`src/rtl/serial_pkg.sv`:
```
// Shared definitions for the outbound UART transmit path.
// Holds the transmitter state encoding and the 8N1 frame constants used by
// the byte FIFO and the serial_tx_port top level.
package serial_pkg;

  // Transmitter FSM states: line idle, start bit, data bits, stop bit
  typedef enum logic [1:0] {
    IDLE  = 2'd0,
    START = 2'd1,
    DATA  = 2'd2,
    STOP  = 2'd3
  } tx_state_e;

  // 8N1 framing: eight data bits, line rests high, start bit pulls it low
  localparam int   DATA_BITS  = 8;
  localparam int   BIT_CNT_W  = $clog2(DATA_BITS);
  localparam logic LINE_IDLE  = 1'b1;
  localparam logic LINE_START = 1'b0;

endpackage

```
`src/rtl/byte_fifo.sv`:
```
// Small circular byte FIFO buffering processor writes ahead of the UART.
// Ports:
//   clock  - system clock, rising edge
//   reset  - synchronous, active-low; empties the FIFO
//   push   - write din this edge (ignored when full)
//   pop    - drop the head entry this edge (ignored when empty)
//   din    - byte to store
//   dout   - current head entry (valid when not empty)
//   count  - occupancy, 0..DEPTH
//   full   - count == DEPTH
//   empty  - count == 0
module byte_fifo
  import serial_pkg::*;
#(
  parameter int DEPTH = 4
) (
  input  logic                   clock,
  input  logic                   reset,
  input  logic                   push,
  input  logic                   pop,
  input  logic [DATA_BITS-1:0]   din,
  output logic [DATA_BITS-1:0]   dout,
  output logic [$clog2(DEPTH):0] count,
  output logic                   full,
  output logic                   empty
);

  localparam int PW = $clog2(DEPTH);
  localparam int CW = PW + 1;

  logic [DATA_BITS-1:0] mem_q [DEPTH];
  logic [PW-1:0]        wr_ptr_q;
  logic [PW-1:0]        rd_ptr_q;
  logic [CW-1:0]        count_q;
  logic                 push_ok;
  logic                 pop_ok;

  assign full    = (count_q == CW'(DEPTH));
  assign empty   = (count_q == '0);
  assign push_ok = push && !full;
  assign pop_ok  = pop && !empty;
  assign dout    = mem_q[rd_ptr_q];
  assign count   = count_q;

  // Storage array; it needs no reset because the pointers decide what is valid
  always_ff @(posedge clock) begin
    if (push_ok) begin
      mem_q[wr_ptr_q] <= din;
    end
  end

  // Pointers wrap naturally because DEPTH is a power of two; a simultaneous
  // push and pop leaves the occupancy unchanged
  always_ff @(posedge clock) begin
    if (!reset) begin
      wr_ptr_q <= '0;
      rd_ptr_q <= '0;
      count_q  <= '0;
    end else begin
      if (push_ok) begin
        wr_ptr_q <= wr_ptr_q + 1'b1;
      end
      if (pop_ok) begin
        rd_ptr_q <= rd_ptr_q + 1'b1;
      end
      case ({push_ok, pop_ok})
        2'b10:   count_q <= count_q + 1'b1;
        2'b01:   count_q <= count_q - 1'b1;
        default: count_q <= count_q;
      endcase
    end
  end

endmodule

```
`src/rtl/serial_tx_port.sv`:
```
// Device-side endpoint of the processor's outbound serial writer port.
// Buffers written bytes and sends them as UART 8N1 frames, LSB first.
// Ports:
//   clock      - system clock, rising edge
//   reset      - synchronous, active-low; abandons any frame and flushes
//   wr_data    - byte from the processor
//   wr_en      - write strobe, accepted when ready_out is high
//   ready_out  - high while the FIFO has room
//   tx         - UART line, idles high
//   busy       - a frame is on the line or bytes are still queued
//   overflow   - sticky flag: a write arrived while ready_out was low
//   fifo_count - current FIFO occupancy
module serial_tx_port
  import serial_pkg::*;
#(
  parameter int DEPTH        = 4,
  parameter int CLKS_PER_BIT = 868
) (
  input  logic                   clock,
  input  logic                   reset,
  input  logic [7:0]             wr_data,
  input  logic                   wr_en,
  output logic                   ready_out,
  output logic                   tx,
  output logic                   busy,
  output logic                   overflow,
  output logic [$clog2(DEPTH):0] fifo_count
);

  localparam int CW = $clog2(DEPTH) + 1;
  localparam int BW = $clog2(CLKS_PER_BIT);
  localparam logic [BW-1:0]        BAUD_LAST = BW'(CLKS_PER_BIT - 1);
  localparam logic [BIT_CNT_W-1:0] BIT_LAST  = BIT_CNT_W'(DATA_BITS - 1);

  tx_state_e            state_q;
  logic [BW-1:0]        baud_q;
  logic [BIT_CNT_W-1:0] bit_q;
  logic [7:0]           shift_q;
  logic                 tx_q;
  logic                 busy_q;
  logic                 overflow_q;

  logic [7:0]           fifo_dout;
  logic                 fifo_full;
  logic                 fifo_empty;
  logic                 push_en;
  logic                 pop_en;
  logic                 baud_done;
  logic [CW-1:0]        count_d;

  byte_fifo #(
    .DEPTH(DEPTH)
  ) u_fifo (
    .clock (clock),
    .reset (reset),
    .push  (push_en),
    .pop   (pop_en),
    .din   (wr_data),
    .dout  (fifo_dout),
    .count (fifo_count),
    .full  (fifo_full),
    .empty (fifo_empty)
  );

  assign ready_out = !fifo_full;
  assign push_en   = wr_en && ready_out;
  assign baud_done = (baud_q == BAUD_LAST);

  // The head is taken either from idle or exactly at the end of a stop bit,
  // which is what makes queued frames run back to back without a gap
  assign pop_en = !fifo_empty &&
                  ((state_q == IDLE) || ((state_q == STOP) && baud_done));

  // Occupancy after this edge, so busy can track state and count together
  always_comb begin
    count_d = fifo_count;
    if (push_en && !pop_en) begin
      count_d = fifo_count + 1'b1;
    end else if (!push_en && pop_en) begin
      count_d = fifo_count - 1'b1;
    end
  end

  // Transmit FSM with baud and bit counters; every output is registered.
  // busy defaults high and is only recomputed on the paths that land in IDLE.
  always_ff @(posedge clock) begin
    if (!reset) begin
      state_q    <= IDLE;
      baud_q     <= '0;
      bit_q      <= '0;
      shift_q    <= '0;
      tx_q       <= LINE_IDLE;
      busy_q     <= 1'b0;
      overflow_q <= 1'b0;
    end else begin
      if (wr_en && !ready_out) begin
        overflow_q <= 1'b1;
      end
      busy_q <= 1'b1;
      case (state_q)
        IDLE: begin
          tx_q   <= LINE_IDLE;
          busy_q <= (count_d != '0);
          if (pop_en) begin
            shift_q <= fifo_dout;
            baud_q  <= '0;
            bit_q   <= '0;
            state_q <= START;
            tx_q    <= LINE_START;
            busy_q  <= 1'b1;
          end
        end
        START: begin
          if (baud_done) begin
            baud_q  <= '0;
            bit_q   <= '0;
            state_q <= DATA;
            tx_q    <= shift_q[0];
          end else begin
            baud_q <= baud_q + 1'b1;
          end
        end
        DATA: begin
          if (baud_done) begin
            baud_q <= '0;
            if (bit_q == BIT_LAST) begin
              state_q <= STOP;
              tx_q    <= LINE_IDLE;
            end else begin
              bit_q   <= bit_q + 1'b1;
              shift_q <= shift_q >> 1;
              tx_q    <= shift_q[1];
            end
          end else begin
            baud_q <= baud_q + 1'b1;
          end
        end
        STOP: begin
          if (baud_done) begin
            baud_q <= '0;
            if (pop_en) begin
              shift_q <= fifo_dout;
              bit_q   <= '0;
              state_q <= START;
              tx_q    <= LINE_START;
            end else begin
              state_q <= IDLE;
              busy_q  <= (count_d != '0);
            end
          end else begin
            baud_q <= baud_q + 1'b1;
          end
        end
        default: begin
          state_q <= IDLE;
          tx_q    <= LINE_IDLE;
        end
      endcase
    end
  end

  assign tx       = tx_q;
  assign busy     = busy_q;
  assign overflow = overflow_q;

endmodule

```
`config.mk`:
```
export PLATFORM = sky130hd
export DESIGN_NAME = serial_tx_port
export DESIGN_NICKNAME = d
export VERILOG_FILES = /design/src/rtl/serial_pkg.sv /design/src/rtl/byte_fifo.sv /design/src/rtl/serial_tx_port.sv
export SDC_FILE = /design/constraint.sdc
export NUM_CORES = 1
export LEC_CHECK = 0
export CORE_ASPECT_RATIO = 1.1
export CORE_MARGIN = 3
export CORE_UTILIZATION = 53
export DETAILED_ROUTE_END_ITERATION = 6
export PLACE_DENSITY_LB_ADDON = 0.2
export REMOVE_ABC_BUFFERS = 1
export SYNTH_ARGS = -nofsm -noshare
export SYNTH_HDL_FRONTEND = slang
export SYNTH_SLANG_ARGS = --single-unit
```
`constraint.sdc`:
```
create_clock -name clock -period 2.3 [get_ports clock]
set_clock_uncertainty 0.05 [all_clocks]
set_input_delay 0.46 -clock clock [delete_from_list [all_inputs] [get_ports clock]]
set_output_delay 0.46 -clock clock [all_outputs]
set_load 0.01 [all_outputs]
```
==> flow_summary.ini <==
[timing]
fin_crit_sh_pct = 98.8
fin_setup_tns_ps = 0
setup_viol = 0
slew_viol_final = 0
worst_slew_pin_slew_ps = 596
fin_crit_ps = 2270
rsz0062_at_grt = yes
hold_viol_final = 0
max_freq_mhz = 440
setup_ws_ps = 27.3
max-slew-margin-rel_pct = 60.1

[global_routing]
grt_max_degree = 21
track_usage_pct = 19.7
grt_pass1_vias = 2295
grt_antenna_before_repair = 0
grt_overflow_total = 0
grt_pass1_wl_um = 10500

[drt]
dr.pass1.iters = 4
num_vias = 2221
vias_per_cell = 5.65
drt_iter0_drc = 127
ant_nets = 0
drc = 0
finalWirelength_um = 5990
wl_per_cell_um = 15.2

[floorplanning]
num_rows = 28
dieArea_sq_mm = 0.00681
fp.dieH_um = 86.3
io_pins = 18
dieWidth_um = 79.0
coreArea_sq_mm = 0.00554
start_util_pct = 56.1

[critical_path]
cp_top_family = simple AND/OR/NAND/NOR gates
r2r-start = baud_q[1]$_SDFFE_PN0P_
path_buf_inv = 1
crit_slowest_cell = or3_1
slowest_delay_ps = 370
worst_ep_required_time_ps = 2520
critPathLaunch = baud_q[1]$_SDFFE_PN0P_
start_kind = flop
timing_worst_setup_path_type = reg2reg
cp.arrival_ps = 2500
crit_top_cell = ha_4
crit_path_cell_trace = ha_4, or3b_1, or3_4, o21a_4, clkinv_4, ha_4, mux2i_1, or3_1, a21oi_1
critPathMaxFanout = 2
cp-end-kind = flop

[synthesis]
syn_avg_cell_area_sq_um = 11.3
yosysUniqueCellTypes = 46
yosysTopAreaCellShare_pct = 31.0
synth_cells = 274
synth_compound_area_share_pct = 11.8
ys_async_sr_fraction_pct = 0
yosys.area_share.simple_pct = 17.0
synth_seq_cells = 67
synth_edf_count = 32
ys.flop_type = dfxtp_1
synthTopCellsByArea = edfxtp_1 (31%), dfxtp_1 (23%), ha_1 (6.5%), mux4_2 (5.8%), nor2_1 (3.1%)
synth_largest_area_cell = edfxtp_1
synth_fa_ha_area_share_pct = 6.45
synth_xor_xnor_area_share_pct = 1.41
synth_top_family_by_area = simple AND/OR/NAND/NOR gates
seq_area_frac_synth_pct = 53.5
muxShareOfSynthArea_pct = 6.45
ys_top_cells_by_count = dfxtp_1 (35), edfxtp_1 (32), nor2_1 (26), nand2_1 (22), ha_1 (16)
netlist_area_sq_mm = 0.00310
yosysMostFrequentCell = dfxtp_1
ys.warnings.count = 0

[clock_network]
cts_max_level = 3
cts.sinks = 67
numCtsBuffers = 9
clock_latency_ps = 340
cts-hold-fix-buffers = 0
cts_tree = yes
clk_pin_slew_ps = 80
clk_path_buf_depth = 2
clock-root-buffer = clkbuf_8

[placed_design]
post-place-cells = 374
port_buffers = 17
dpl.hpwl_um = 4100
pre_cts_slack_ps = -69.3
globalplace.congestion = 0.863

[cells_and_area]
nets = 340
instances_no_fill = 393
area_delta_synth_final_pct = 20.3
drive_gt1_share_pct = 19.2
diodes = 0
final_util_pct = 67.4

[run_status]
status = finished, final reports clean

[pwr]
cellPowerDensity_mw_per_mm2 = 1210
ir_drop_mv = 0.638
p_leak_uw = 0.00138

[flow_run]
max_cap_violations = 0

[worst_hold_path]
hold_class = reg2reg
hold_start = bit_q[2]$_SDFFE_PN0P_
==> path summary, 6_finish.rpt <==
kind                                   to  slack, ps  cells past startpoint
max reg2reg  u_fifo.count[2]$_SDFFE_PN0P_         30                      9
min                 bit_q[2]$_SDFFE_PN0P_        430                      2
min reg2reg         bit_q[2]$_SDFFE_PN0P_        430                      2
max          u_fifo.count[2]$_SDFFE_PN0P_         30                      9
==> final cells by class <==
cell class	count	area [sq um]
Multi-Input combinational cell	183	1380
Timing Repair Buffer	39	338
Tap cell	75	93.8
Fill cell	424	1800
Clock buffer	10	128
Clock inverter	6	73.8
Sequential cell	67	1660
Inverter	13	53.8
==> sequential cells by signal, summed over array words and instances, names as in the netlist, 2 cells and up, named ones only <==
| signal | flops |
|---|---|
| u_fifo.mem_q | 32 |
| u_fifo.rd_ptr_q | 2 |
| baud_q | 10 |
| shift_q | 8 |
| u_fifo.count | 3 |
| u_fifo.wr_ptr_q | 2 |
| state_q | 2 |
| bit_q | 3 |
==> power breakdown <==
part,switching [uW],leakage [uW],internal (uW)
registers,151,0.000581,1480
clock network,485,0.000101,514
logic,1010,0.000698,890
==> per-layer routing <==
layer	global-route usage (%)	vias to the layer above	wire length, um
met4	7.19	0	81
li1	-	1092	-
met1	25.1	1085	2760
met2	32.9	35	2920
met3	4.78	9	233
met5	0	-	0
==> repair_timing <==
item | in CTS | in global routing
gates resized for setup | 6 | 3
setup endpoints to repair | 2 | 5
hold endpoints to repair | 0 | 0
pin swaps | 4 | 0
buffers inserted | 3 | 0
==> tightest hold or removal path: cells and delay by family, from the launching register on <==
family | cells | cell delay (ps)
DFF | 1 | 320
and+or+nand+nor | 1 | 50
AOI/OAI and AO/OA | 1 | 60
==> placed cells by master, fill, tap and decap left out, drive strengths merged, types with 2 or more instances in the layout <==
cell type / Yosys / final
a221oi: 2 / 2
dfxtp: 35 / 35
buf: 2 / 22
clkdlybuf4s50: 0 / 16
nand3: 14 / 14
o22ai: 4 / 4
o21ai: 11 / 11
o2111a: 7 / 7
and2: 2 / 2
or3: 4 / 4
o31ai: 2 / 2
nor2: 26 / 26
or2: 2 / 2
ha: 16 / 16
or4: 2 / 2
clkinv: 1 / 4
xor2: 3 / 3
o21a: 2 / 2
nand4: 3 / 3
edfxtp: 32 / 32
nand2: 22 / 22
mux4: 8 / 8
and3: 7 / 7
nand2b: 3 / 3
xnor2: 2 / 2
nand3b: 8 / 8
a31oi: 7 / 7
a21oi: 11 / 11
nor3: 4 / 4
a211oi: 2 / 2
clkbuf: 9 / 10
inv: 12 / 14
mux2i: 2 / 2
==> cells by family after synthesis <==
logic type	Yosys count
simple gates	100
flops	67
compound gates	52
buf+inv	24
fa+ha+maj	16
mux	10
xor+xnor	5
==> through the flow <==
step,total power [uW],hold WS (ps),area (sq um)
2_1_floorplan,2820,391,3050
3_3_place_gp,3410,406,3460
3_5_place_dp,3450,419,3460
4_1_cts,4510,432,3710
5_1_grt,4840,460,3730
6_report,4530,430,3730
No activity file was read; power rests on OpenSTA's default activity.
==> patch 1: new RTL, config.mk and constraints unchanged <==
Put a register stage on the output `fifo_count`. The value now appears one clock later. The other outputs are not delayed to match.
--- a/src/rtl/serial_tx_port.sv
+++ b/src/rtl/serial_tx_port.sv
@@ -32,6 +32,8 @@
   localparam logic [BW-1:0]        BAUD_LAST = BW'(CLKS_PER_BIT - 1);
   localparam logic [BIT_CNT_W-1:0] BIT_LAST  = BIT_CNT_W'(DATA_BITS - 1);
 
+  logic [$clog2(DEPTH):0] fifo_count_d;
+
   tx_state_e            state_q;
   logic [BW-1:0]        baud_q;
   logic [BIT_CNT_W-1:0] bit_q;
@@ -57,7 +59,7 @@
     .pop   (pop_en),
     .din   (wr_data),
     .dout  (fifo_dout),
-    .count (fifo_count),
+    .count (fifo_count_d),
     .full  (fifo_full),
     .empty (fifo_empty)
   );
@@ -73,11 +75,11 @@
 
   // Occupancy after this edge, so busy can track state and count together
   always_comb begin
-    count_d = fifo_count;
+    count_d = fifo_count_d;
     if (push_en && !pop_en) begin
-      count_d = fifo_count + 1'b1;
+      count_d = fifo_count_d + 1'b1;
     end else if (!push_en && pop_en) begin
-      count_d = fifo_count - 1'b1;
+      count_d = fifo_count_d - 1'b1;
     end
   end
 
@@ -163,5 +165,9 @@
   assign busy     = busy_q;
   assign overflow = overflow_q;
 
+  always_ff @(posedge clock) begin
+    fifo_count <= fifo_count_d;
+  end
+
 endmodule
 
Formal check against the unedited RTL: not equivalent (a bounded check fails within 4 cycles, from zero or initial values and one cycle with reset low).
==> patch 1 against the unedited design <==
  * Synthesized area up 3.1%
  * Routed wire length is 2.0% higher
  * Global-route usage increased by 0.079 points
  * Worst setup slack improved by 0.084 ns
  * Fmax up 3.8%
  * Sequential cell count grew 3
  * Cell area barely moved
  * Power fell by 1.4%
  * Largest cell class unchanged
  * Largest power group unchanged
==> patch 1: results (changes against the unedited design) <==
[cells_and_area]
nClkBuffers=9  ; -1
clkCellAreaFrac_pct=5.30  ; -0.099 points
multi_input_gates=184  ; +0.55%
n_all_inverters=10  ; -3
seq_area_share_pct=46.3  ; +1.7 points
buf_share_pct=7.98  ; -1.1 points
final_nets=336  ; -1.2%
multi_input_area_um2=1380  ; -0.45%
final_layout_size_suffix_gt1_share_pct=20.1  ; +0.88 points
fillers=469  ; +11%
signal_buffers=34  ; -13%

[sta]
hold_ws_ns=0.339  ; -0.0911 ns
period_share_pct=95.2  ; -3.6 points
worst_slew_pin_slew_ns=0.543  ; -0.0532 ns

[synth]
synth_seq_cells=70  ; +4.5%
ys_seq_area_share_pct=53.8  ; +0.29 points
synthMuxAreaShare_pct=6.61  ; +0.16 points
synth_compound_gate_area_share_pct=15.7  ; +3.9 points
netlist-cell-type-count=56  ; +22%
synth_area_leaders=edfxtp_1, dfxtp_1, ha_1
synthAdderAreaFrac_pct=6.26  ; -0.19 points
synth_xor_area_share_pct=1.37  ; -0.042 points
synth_area_per_cell_um2=11.5  ; +1.6%
synth_common_cells=dfxtp_1, edfxtp_1, nand2_1, a21oi_1, ha_1

[placement]
place_area_um2=3480  ; +0.54%
place.gp.congestion=0.788  ; -8.7%
placed_cells=370  ; -1.1%
hpwl_um=4220  ; +2.9%
dp_slack_ns=0.0957  ; +0.165 ns

[power]
powerClk_mw=0.984
pwr-share-seq_pct=38.4  ; +2.4 points
power_density_nw_per_um2=1200  ; -1.4%
p_leak_nw=1.36  ; -1.1%
vdd_drop_max_mv=0.650  ; +1.8%
p_total_mw=4.46  ; -1.4%
internal-power_mw=2.86  ; -0.79%

[global_routing]
grt_first_pass_wirelength_um=10500  ; -0.39%
grt_max_degree=18  ; -14%
use_met2_pct=33.4  ; +0.46 points
grt_util_met3_pct=4.76  ; -0.020 points
use_met1_pct=23.6  ; -1.5 points
grt_pass1_vias=2204  ; -4.0%

[routing]
routed_wl_um=6110  ; +2.0%
drt_pre_antenna_iters=5  ; +1
routedWlPerCell_um=15.6  ; +2.5%
routed_via_density=5.73  ; +1.5%
met2_length_um=3110  ; +6.6%
wl_met1_um=2650  ; -3.9%
wl_met3_um=172  ; -26%
drtIter0Drc=110  ; -13%

[setup_path]
slowest_delay_ns=0.54  ; +0.17 ns
r2r_setup_slack_ns=0.14  ; +0.11 ns
critPathSlowestCell=clkdlybuf4s50_1
cp_max_fo=5  ; +3
cp.arrival_ns=1.68  ; -0.82 ns
critPathTopFamily=buffers and inverters

[run_status]
status=finished, final reports clean

[hold_path]
hold_class=reg -> reg

patch 1: cell count changes in the layout (fill, tap and decap cells not counted), moves of 5 or more:
| cell | unedited run | this run |
|---|---|---|
| nand2_1 | 22 | 31 |
| nand3_1 | 14 | 8 |
| buf_4 | 22 | 17 |
| a21oi_1 | 11 | 22 |
| a311oi_1 | 0 | 6 |
| nor2_1 | 26 | 13 |
| nand3b_1 | 8 | 1 |
| o2111a_1 | 7 | 0 |
patch 1: what timing repair did:
action	CTS	global route
buffers inserted	0	5
setup endpoints to repair	1	2
pin swaps	0	1
gates resized for setup	2	5
patch 1: path summary, 6_finish.rpt:
kind,start,end,cells past startpoint
setup / recovery,u_fifo.count[0],ready_out,4
hold / removal,u_fifo.count[1],fifo_count[1],0
setup reg to reg,baud_q[0],u_fifo.count[2],8
hold reg to reg,u_fifo.count[1],fifo_count[1],0
==> patch 2: new RTL, config.mk and constraints unchanged <==
Without the edit above. Change the parameter `CLKS_PER_BIT` from 868 to 3472.
--- a/src/rtl/serial_tx_port.sv
+++ b/src/rtl/serial_tx_port.sv
@@ -14,7 +14,7 @@
   import serial_pkg::*;
 #(
   parameter int DEPTH        = 4,
-  parameter int CLKS_PER_BIT = 868
+  parameter int CLKS_PER_BIT = 3472
 ) (
   input  logic                   clock,
   input  logic                   reset,
Check against the original RTL: no difference found for any inputs over 10 cycles, from zero or initial values and one cycle with reset low; that may be too few to reach the edited logic, so the function may still have changed.
==> patch 2 against the unedited design <==
  * Routed wire length increased by 4.1%
  * Fmax grew 5.1%
  * Power increased by 0.25%
  * Global-route usage is essentially flat
  * Synthesized area grew 6.9%
  * Utilization shrank 2.7 points
  * Sequential share of layout area down 0.058 points
  * Cell area up 2.6%
  * Final cell count increased by 2.3%
  * Worst setup slack better by 0.11 ns
  * Via count is 2.4% higher
  * Highest routed layer unchanged
  * Sequential cell count rose by 2
==> patch 2: results (changes against the unedited design) <==
[run_status]
status=finished, final reports clean

[synth]
synth_common_cells=nand2_1, dfxtp_1, edfxtp_1, ha_1, nand3_1
netlist-cell-type-count=54  ; +17%
synth_compound_gate_area_share_pct=11.7  ; -0.15 points
synthMuxAreaShare_pct=8.15  ; +1.7 points
syn_area_um2=3320  ; +6.9%
synth_seq_cells=69  ; +3.0%

[setup_path]
critPathTopFamily=adder cells
critPathSlowestCell=dfxtp_1
reg2reg_depth=7  ; -2

[routing]
routed_wl_um=6240  ; +4.1%
routed_via_density=5.66  ; about the same

[sta]
slew_headroom_pct=70.9  ; +11 points
hold_ws_ns=0.411  ; -0.0186 ns

[global_routing]
grt_use_total_pct=19.7  ; +0.023 points
grt_pass1_vias=2316  ; +0.92%

[cells_and_area]
final_nets=348  ; +2.4%
clkCellAreaFrac_pct=5.19  ; -0.20 points
finalNonFillerCells=402  ; +2.3%

[placement]
hpwl_um=4430  ; +7.9%
place_area_um2=3610  ; +4.4%

[power]
p_switching_mw=1.67  ; +1.2%
pwr-share-seq_pct=37.0  ; +1.0 points
p_leak_nw=1.47  ; +6.2%
p_total_mw=4.54  ; +0.25%
vdd_drop_max_mv=0.878  ; +38%

[hold_path]
hold_path_end=shift_q[1]

-- patch 2: routing by layer --
metal  vias up  GRT usage, %  routed length [µm]
li1       1133             -                   -
met1      1094          22.8                2670
met2        38          35.3                3250
met3         9          3.63                 198
met4         0          9.22                 120
met5         -             0                   0
-- patch 2: repair_timing --
item                                    in CTS  in global routing
hold buffers                                 0                  0
resized for setup                            2                  5
cloned                                       0                  0
endpoints found under the setup margin       1                  2
-- patch 2: cells by family (layout without fill, tap and decap cells) --
logic type / Yosys count / count (layout)
buffers and inverters: 23 / 53
DFF: 69 / 69
AOI/OAI and AO/OA: 52 / 52
and+or+nand+nor: 111 / 111
adders and majority gates: 17 / 17
muxes: 17 / 17
xor gates and xnor gates: 6 / 6
-- patch 2: worst max path at each step --
stage,to,slack (ns),cells after the start
floorplan,u_fifo.count[2],0.10,7
global placement,u_fifo.count[2],0.15,7
detailed placement,u_fifo.count[2],0.03,7
CTS,u_fifo.count[2],0.02,7
global route,u_fifo.count[2],0.04,7
finish,u_fifo.count[2],0.14,7
